File: src/rtl/godai_trace_capture.sv
// godai_trace_capture: snoops fetch handshakes, forms timestamped trace records and buffers them in a FIFO
module godai_trace_capture #(
  parameter int ADDR_WIDTH = 32,
  parameter int DATA_WIDTH = 32,
  parameter int TS_WIDTH   = 32,
  parameter int FIFO_DEPTH = 16
) (
  input  logic                          clk,
  input  logic                          rst_n,
  input  logic                          instr_req_i,
  input  logic                          instr_gnt_i,
  input  logic                          instr_rvalid_i,
  input  logic [ADDR_WIDTH-1:0]         instr_addr_i,
  input  logic [DATA_WIDTH-1:0]         instr_rdata_i,
  input  logic                          branch_req_i,
  input  logic                          branch_decision_i,
  input  logic                          illegal_instr_i,
  output logic                          trace_valid_o,
  input  logic                          trace_ready_i,
  output logic [ADDR_WIDTH-1:0]         trace_addr_o,
  output logic [DATA_WIDTH-1:0]         trace_instr_o,
  output logic [TS_WIDTH-1:0]           trace_ts_o,
  output logic [3:0]                    trace_flags_o,
  output logic                          overflow_o,
  output logic [$clog2(FIFO_DEPTH):0]   level_o
);
  localparam int PW = $clog2(FIFO_DEPTH);
  localparam int LW = PW + 1;
  localparam int RW = ADDR_WIDTH + DATA_WIDTH + TS_WIDTH + 4;
  typedef enum logic {IDLE, WAIT_RV} state_t;
  state_t state;
  logic [TS_WIDTH-1:0] ts, pend_ts;
  logic [ADDR_WIDTH-1:0] pend_addr;
  logic wrap_sticky, drop_sticky, br_sticky, ill_sticky;
  logic [RW-1:0] mem [FIFO_DEPTH];
  logic [PW-1:0] wr_ptr, rd_ptr;
  logic [LW-1:0] level;
  logic fetch, push, pop, push_ok, br_now, ill_now;
  logic [RW-1:0] rec;
  assign fetch = instr_req_i & instr_gnt_i;
  assign push = (state == WAIT_RV) & instr_rvalid_i;
  assign pop = trace_valid_o & trace_ready_i;
  // a full FIFO still accepts a push when the head leaves in the same cycle
  assign push_ok = push & ((level != LW'(FIFO_DEPTH)) | pop);
  // the rvalid cycle itself contributes to the branch/illegal flags
  assign br_now = br_sticky | (branch_req_i & branch_decision_i);
  assign ill_now = ill_sticky | illegal_instr_i;
  assign rec = {pend_addr, instr_rdata_i, pend_ts, wrap_sticky, drop_sticky, ill_now, br_now};
  assign trace_valid_o = level != '0;
  // outputs are forced to zero when empty so reset clears them without resetting the storage
  assign {trace_addr_o, trace_instr_o, trace_ts_o, trace_flags_o} = trace_valid_o ? mem[rd_ptr] : '0;
  assign level_o = level;
  // free-running timestamp; wrap flag held until a record carries it out
  always_ff @(posedge clk or negedge rst_n)
    if (!rst_n) begin
      ts <= '0;
      wrap_sticky <= 1'b0;
    end else begin
      ts <= ts + 1'b1;
      wrap_sticky <= (&ts) | (wrap_sticky & ~push_ok);
    end
  // single outstanding fetch tracker; a new grant always replaces the pending slot
  always_ff @(posedge clk or negedge rst_n)
    if (!rst_n) begin
      state <= IDLE;
      pend_addr <= '0;
      pend_ts <= '0;
      br_sticky <= 1'b0;
      ill_sticky <= 1'b0;
    end else if (fetch) begin
      state <= WAIT_RV;
      pend_addr <= instr_addr_i;
      pend_ts <= ts;
      br_sticky <= 1'b0;
      ill_sticky <= 1'b0;
    end else begin
      br_sticky <= (state == WAIT_RV) ? br_now : br_sticky;
      ill_sticky <= (state == WAIT_RV) ? ill_now : ill_sticky;
      state <= push ? IDLE : state;
    end
  // FIFO pointers, occupancy and drop reporting
  always_ff @(posedge clk or negedge rst_n)
    if (!rst_n) begin
      wr_ptr <= '0;
      rd_ptr <= '0;
      level <= '0;
      overflow_o <= 1'b0;
      drop_sticky <= 1'b0;
    end else begin
      wr_ptr <= push_ok ? wr_ptr + 1'b1 : wr_ptr;
      rd_ptr <= pop ? rd_ptr + 1'b1 : rd_ptr;
      level <= level + LW'(push_ok) - LW'(pop);
      overflow_o <= push & ~push_ok;
      drop_sticky <= push ? ~push_ok : drop_sticky;
    end
  // record storage
  always_ff @(posedge clk)
    if (push_ok) mem[wr_ptr] <= rec;
endmodule

File: config.mk
export PLATFORM = sky130hd
export DESIGN_NAME = godai_trace_capture
export DESIGN_NICKNAME = d
export VERILOG_FILES = /design/src/rtl/godai_trace_capture.sv
export SDC_FILE = /design/constraint.sdc
export NUM_CORES = 2
export LEC_CHECK = 0
export ABC_AREA = 1
export CORE_MARGIN = 2
export CORE_UTILIZATION = 60
export CTS_BUF_LIST = sky130_fd_sc_hd__clkbuf_4 sky130_fd_sc_hd__clkbuf_8 sky130_fd_sc_hd__clkbuf_16
export DETAILED_ROUTE_END_ITERATION = 7
export MAX_ROUTING_LAYER = met4
export PLACE_DENSITY = 0.78
export SYNTH_ARGS = -nofsm -noshare
export SYNTH_HDL_FRONTEND = slang
export SYNTH_SLANG_ARGS = --single-unit
File: constraint.sdc
create_clock -name clk -period 10.25 [get_ports clk]
set_input_delay 1.025 -clock clk [delete_from_list [all_inputs] [get_ports clk]]
set_output_delay 1.025 -clock clk [all_outputs]
set_load 0.05 [all_outputs]
# After elaboration in Yosys (flattened, before gate mapping)
# Memory sizes are Yosys's and may differ from the RTL's.
# Cells that the tools add are included.
[word_totals]
reg_bits = 115
mem_bits_rw = 1600
inputBits = 73
output_inout_bits = 107
elab_cells = 44
mem_count = 1
[mem_list]
columns = ["name", "depth", "word_bits", "read_ports", "rd_clocked_by_memory_dff", "write_ports", "line_no", "source"]
rows = [
  ["mem", 16, 100, 1, 0, 1, "35", "logic [RW-1:0] mem [FIFO_DEPTH];"],
]
[op_classes]
add_sub_neg = 5
n_eq_ne = 1
muxes = 9
n_bitwise = 12
n_reduce_logical = 4
[op_table]
columns = ["cell", "count"]
rows = [
  ["two-way mux 100 bit", 1],
  ["adder 32 x 1 -> 32 bit, second input constant", 1],
  ["AND reduction 32 bit", 1],
  ["adder 4 x 1 -> 4 bit, second input constant", 2],
  ["two-way mux 1 bit", 8],
  ["AND 1 bit", 7],
  ["adder 5 x 1 -> 5 bit", 1],
  ["!= test 5 bit, second input constant", 1],
  ["nonzero test 5 bit", 1],
  ["subtractor 5 x 1 -> 5 bit", 1],
  ["bitwise OR 1 bit", 4],
  ["nonzero test 2 bit", 2],
  ["inverter 1 bit", 1],
]

# Logic depth before layout (Yosys ltp)
[logic_depth]
ltp_word = 7
ltp_mapped = 14
mapped_depth_nobuf = 14

# Least setup slack after synthesis
# Ideal clock, no wire load.
[synth_timing]
kind = "register to register"
start = "register level[2], in the netlist level_o[2]"
end = "memory mem[11][0] (netlist bit), enable pin"
setup_time_ps = 560
t_arrival_ps = 5763
t_required_ps = 9690
setup_slack_ps = 3927
stages_incl_launch_ff = 10
path_buffers = 0
synth_period_minus_slack_ps = 6323
cell_sequence = "dfrtp_1 -> inv_1 -> ha_1 -> nand2_1 -> nor2_1 -> nand3_1 -> nand3_1 -> inv_2 -> nand2_1 -> nor2_1"
[synth_between]
elab_chain_cells = 6
elab_cells_between_ends = 7
classes_between = "eq/ne: 1; mux: 2; bitwise: 3; reduce/logical: 1"
[synth_rtl]
columns = ["item", "line_no", "source"]
rows = [
  ["from (decl)", "37", "logic [LW-1:0] level;"],
  ["from (signal assigned)", "92", "level <= level + LW'(push_ok) - LW'(pop);"],
  ["nonzero test 5 bit", "49", "assign trace_valid_o = level != '0;"],
  ["AND 1 bit", "42", "assign pop = trace_valid_o & trace_ready_i;"],
  ["bitwise OR 1 bit (*)", "44", "assign push_ok = push & ((level != LW'(FIFO_DEPTH)) | pop);"],
  ["AND 1 bit (*)", "44", ""],
  ["two-way mux 1 bit (*)", "98", "if (push_ok) mem[wr_ptr] <= rec;"],
  ["two-way mux 1 bit (implied by the code) (*)", "98", ""],
  ["to (decl)", "35", ""],
]
# Every way passes the cells marked *; elsewhere a longest branch is shown, timed or not.

# Final worst setup path
[layout_timing]
start = "register rd_ptr[0]"
end = "output trace_ts_o[0]"
[layout_between]
elab_chain_cells = 2
[layout_rtl]
columns = ["item", "line_no", "source"]
rows = [
  ["from (decl)", "36", "logic [PW-1:0] wr_ptr, rd_ptr;"],
  ["from (signal assigned)", "91", "rd_ptr <= pop ? rd_ptr + 1'b1 : rd_ptr;"],
  ["memory read (16 x 100 bit)", "-", ""],
  ["two-way mux 100 bit", "51", "assign {trace_addr_o, trace_instr_o, trace_ts_o, trace_flags_o} = trace_valid_o ? mem[rd_ptr] : '0;"],
  ["to (decl)", "22", "output logic [TS_WIDTH-1:0] trace_ts_o,"],
]
# No other way between the ends.

==> run_results.csv <==
group,metric,value,unit
status,status,"complete, no violations",
power_and_ir_drop,total_leakage_power,33.5,nW
finish,post_route_cells_drive_above_1_share,0.0522,
finish,area.growth.synth_to_final,11.2,%
synth,synth_edf_count,1600,
critical_path,criticalPathCategory,"reg2out",
power_and_ir_drop,combinational_fraction_of_design_power,0.370,
drt,drt.antenna.violating_nets,0,
timing,final_min_period_over_clock_period,0.684,
synth,synthesis.area_per_instance,10.6,sq um
placement,gp_congestion,0.878,
synth,synthesized_nets,6928,
synth,yosys_most_used_dff,"sky130_fd_sc_hd__edfxtp_1",
synth,mappedNetlistArea,72600,sq um
critical_path,cp_data_required_time,9.23,ns
critical_path,worst_r2r_startpoint,"level_o[2]$_DFF_PN0_",
synth,ys.warnings.count,0,
timing,setup_violations,0,
timing,totalNegativeSetupSlack,0,ns
timing,timing.fmax,143,MHz
clock_network,cts_repair_resized_insts,0,
clock_network,cts_tree,"built",
critical_path,r2r-end,"mem[6][31]$_DFFE_PP_",
timing,count_of_pins_over_their_slew_limit,0,
synth,ys_seq_area_frac,0.701,
drt,totalWireLength,180000,microns
synth,number_of_distinct_library_cells_after_synthesis,27,
synth,yosys_register_bits,1715,
critical_path,timing.critical_path.slowest_stage_cell,"sky130_fd_sc_hd__dfrtp_4",
critical_path,cpPeakStageDelay,1.11,ns
clock_network,ctsHoldBuffers,0,
timing,fin_hold_ws,0.264,ns
drt,first_pass_iteration_count_of_the_detailed_router,6,
timing,worst_slew_pin_slew,1.41,ns
clock_network,postCtsSetupBuffers,0,
run,max-cap-violations,0,
finish,fin_nets,6977,
synth,synth_async_sr_flop_share,0.0671,
timing,unrepaired_setup_endpoints_after_global_routing,"no",
power_and_ir_drop,report.power.total,23.2,mW
timing,timing.slew.headroom,0.0552,
drt,routed_len_inst,20.8,microns
power_and_ir_drop,pwr_density_cell,287,nW/um^2
clock_network,cts.sink_count,1715,
power_and_ir_drop,pwr-share-seq,0.361,
critical_path,r2r.worst_path.cells,10,
drt,drc_errors_left,0,
placement,detailedPlacementHpwl,84800,microns
die,coreArea,120000,sq um
global_routing,global_route.usage.total,0.301,
die,floorplan.initialDensity,0.605,
die,rows,127,
critical_path,type_of_destination_of_the_critical_path,"output pin",
hold_path,holdCritPathClass,"in2async",
power_and_ir_drop,power.share.switching,0.397,
drt,drt-vias-per-instance,5.65,
die,io_pins,180,
finish,fillCellCount,8328,
clock_network,cts_inserted_buffers,168,
critical_path,maximum_net_fanout_on_the_critical_path,104,
global_routing,number_of_global_route_vias_before_repair,47833,
placement,count_of_port_buffers_added_during_placement,179,
power_and_ir_drop,clockPowerShare,0.269,
die,die_area,124000,sq um
synth,synthesis.instances,6842,
power_and_ir_drop,power_switching,9.19,mW
critical_path,cp_data_arrival_time,5.98,ns
critical_path,setup.worst_path.start_class,"register",
critical_path,cp_cell_sequence,"buf_4, buf_4, nand2_1, nand2_1, nand2_1, nand3_1, nand3_1, a21oi_1, clkdlybuf4s50_1",
die,chipHeight,352,microns
clock_network,clkTransAtPathRegs,0.06,ns
timing,number_of_endpoints_with_negative_hold_slack_in_the_final_report,0,
clock_network,clock-root-buffer,"sky130_fd_sc_hd__clkbuf_16",
global_routing,grt_overflow,0,
global_routing,antenna_found_initial,2,
global_routing,grt_first_pass_wirelength,274000,microns
timing,layout_min_cycle_time,7.01,ns
global_routing,grt_start_max_net_pins,236,
die,dieWidth,352,microns
critical_path,cpMostUsedCell,"sky130_fd_sc_hd__nand2_1",
drt,drtIter0Drc,6323,
power_and_ir_drop,vdd_ir_drop_max,0.000410,V
timing,worst_case_clock_skew,0.0217,ns
clock_network,clk_latency,0.79,ns
clock_network,ctsLongestPathBuffers,3,
clock_network,level_count_of_the_clock_h_tree,4,
drt,route.vias.total,48850,
critical_path,r2r_slack,6.26,ns
power_and_ir_drop,internal-power,14.0,mW
-- cell usage after synthesis, types with 2 or more instances --
cell type	instances	area share
sky130_fd_sc_hd__nand3_1	1021	0.070
sky130_fd_sc_hd__dfrtp_1	115	0.040
sky130_fd_sc_hd__inv_2	4	0.00021
sky130_fd_sc_hd__inv_1	850	0.044
sky130_fd_sc_hd__edfxtp_1	1600	0.66
sky130_fd_sc_hd__nand2_1	2649	0.14
sky130_fd_sc_hd__nand4_1	2	0.00017
sky130_fd_sc_hd__buf_6	46	0.0071
sky130_fd_sc_hd__nor3_1	15	0.0010
sky130_fd_sc_hd__nor2_1	49	0.0025
sky130_fd_sc_hd__a21oi_1	103	0.0071
sky130_fd_sc_hd__o21ai_0	32	0.0022
sky130_fd_sc_hd__xor2_1	24	0.0029
sky130_fd_sc_hd__buf_4	20	0.0021
sky130_fd_sc_hd__clkbuf_1	80	0.0041
sky130_fd_sc_hd__ha_1	12	0.0021
sky130_fd_sc_hd__xnor2_1	2	0.00024
sky130_fd_sc_hd__buf_2	199	0.014
sky130_fd_sc_hd__buf_1	11	0.00057
-- critical path: cells and delay by family (launching register included) --
kind	cells	cell delay (ns)
DFF	1	1.11
AOI/OAI and AO/OA	1	0.66
buffers and inverters	3	2.69
and+or+nand+nor	5	0.67
-- layer usage --
| metal | GRT usage | vias up | share of wire |
|---|---|---|---|
| li1 | - | 22456 | - |
| met1 | 0.394 | 23288 | 0.38 |
| met2 | 0.473 | 2650 | 0.48 |
| met3 | 0.0503 | 456 | 0.10 |
| met4 | 0.126 | 0 | 0.040 |
| met5 | - | - | 0 |
-- cell usage in the layout, fill, tap and decap left out, types with 9 or more instances in the layout --
cell                                 n
sky130_fd_sc_hd__nor2_4             17
sky130_fd_sc_hd__inv_1             847
sky130_fd_sc_hd__clkdlybuf4s50_1   178
sky130_fd_sc_hd__nand2_1          2648
sky130_fd_sc_hd__nand3_1          1021
sky130_fd_sc_hd__clkinv_2           26
sky130_fd_sc_hd__clkinv_1           36
sky130_fd_sc_hd__buf_12             10
sky130_fd_sc_hd__inv_6               9
sky130_fd_sc_hd__a21oi_1           103
sky130_fd_sc_hd__buf_4              46
sky130_fd_sc_hd__dfrtp_1           111
sky130_fd_sc_hd__bufinv_16          17
sky130_fd_sc_hd__clkbuf_16         168
sky130_fd_sc_hd__clkbuf_4           41
sky130_fd_sc_hd__nor2_1             33
sky130_fd_sc_hd__o21ai_0            32
sky130_fd_sc_hd__xor2_1             24
sky130_fd_sc_hd__ha_1               12
sky130_fd_sc_hd__nor3_1             15
sky130_fd_sc_hd__edfxtp_1         1600
-- stage by stage --
stage	std cells	util	area (sq um)	setup slack (ns)
floorplan	6842	-	72600	3.93
global placement	8333	0.626	75100	4.25
detailed placement	8333	0.626	75100	4.22
CTS	8646	0.673	80700	3.23
global route	8648	0.673	80700	2.93
finish	8648	0.673	80700	3.24
-- logic make-up after synthesis --
group,synth area share
XOR/XNOR,0.00314
flip-flops,0.701
adder cells (fa/ha/maj),0.00234
AO/OA/AOI/OAI,0.00944
buffers and inverters,0.0719
AND/OR/NAND/NOR,0.212
-- sequential cells by signal, summed over array words and instances (netlist names) --
signal and flops:
br_sticky 1, drop_sticky 1, ill_sticky 1, level_o 5, mem 1600, overflow_o 1, pend_addr 32, pend_ts 32
rd_ptr 4, state 1, ts 32, wr_ptr 4, wrap_sticky 1
-- cell type report --
| cell class | count | area (sq um) | share of cell area |
|---|---|---|---|
| Sequential cell | 1715 | 50900 | 0.631 |
| Multi-Input combinational cell | 3916 | 16600 | 0.205 |
| Clock buffer | 214 | 4580 | 0.0567 |
| Inverter | 855 | 3260 | 0.0404 |
| Timing Repair Buffer | 235 | 2340 | 0.0290 |
| Tap cell | 1612 | 2020 | 0.0250 |
| Clock inverter | 99 | 1020 | 0.0126 |
| Antenna cell | 2 | 5.00 | 0.0000620 |
-- worst max path at each step --
stage	to	startpoint	cells after the start
after global routing	trace_ts_o[0]	rd_ptr[0]$_DFFE_PN0P_	9
after CTS	trace_ts_o[0]	rd_ptr[0]$_DFFE_PN0P_	9
after global placement	trace_addr_o[6]	rd_ptr[0]$_DFFE_PN0P_	10
after floorplan	mem[11][0]$_DFFE_PP_	level_o[2]$_DFF_PN0_	9
final	trace_ts_o[0]	rd_ptr[0]$_DFFE_PN0P_	9
after detailed placement	trace_ts_o[0]	rd_ptr[0]$_DFFE_PN0P_	9
-- power by group through the flow --
stage | sequential (mW) | clock [mW] | combinational [mW]
2_1_floorplan | 8.31 | 0 | 6.14
3_3_place_gp | 8.48 | 0 | 8.33
3_5_place_dp | 8.49 | 0 | 8.46
4_1_cts | 8.35 | 6.26 | 8.53
5_1_grt | 8.38 | 6.55 | 9.23
6_report | 8.35 | 6.23 | 8.58
(Power assumes the default switching activity.)
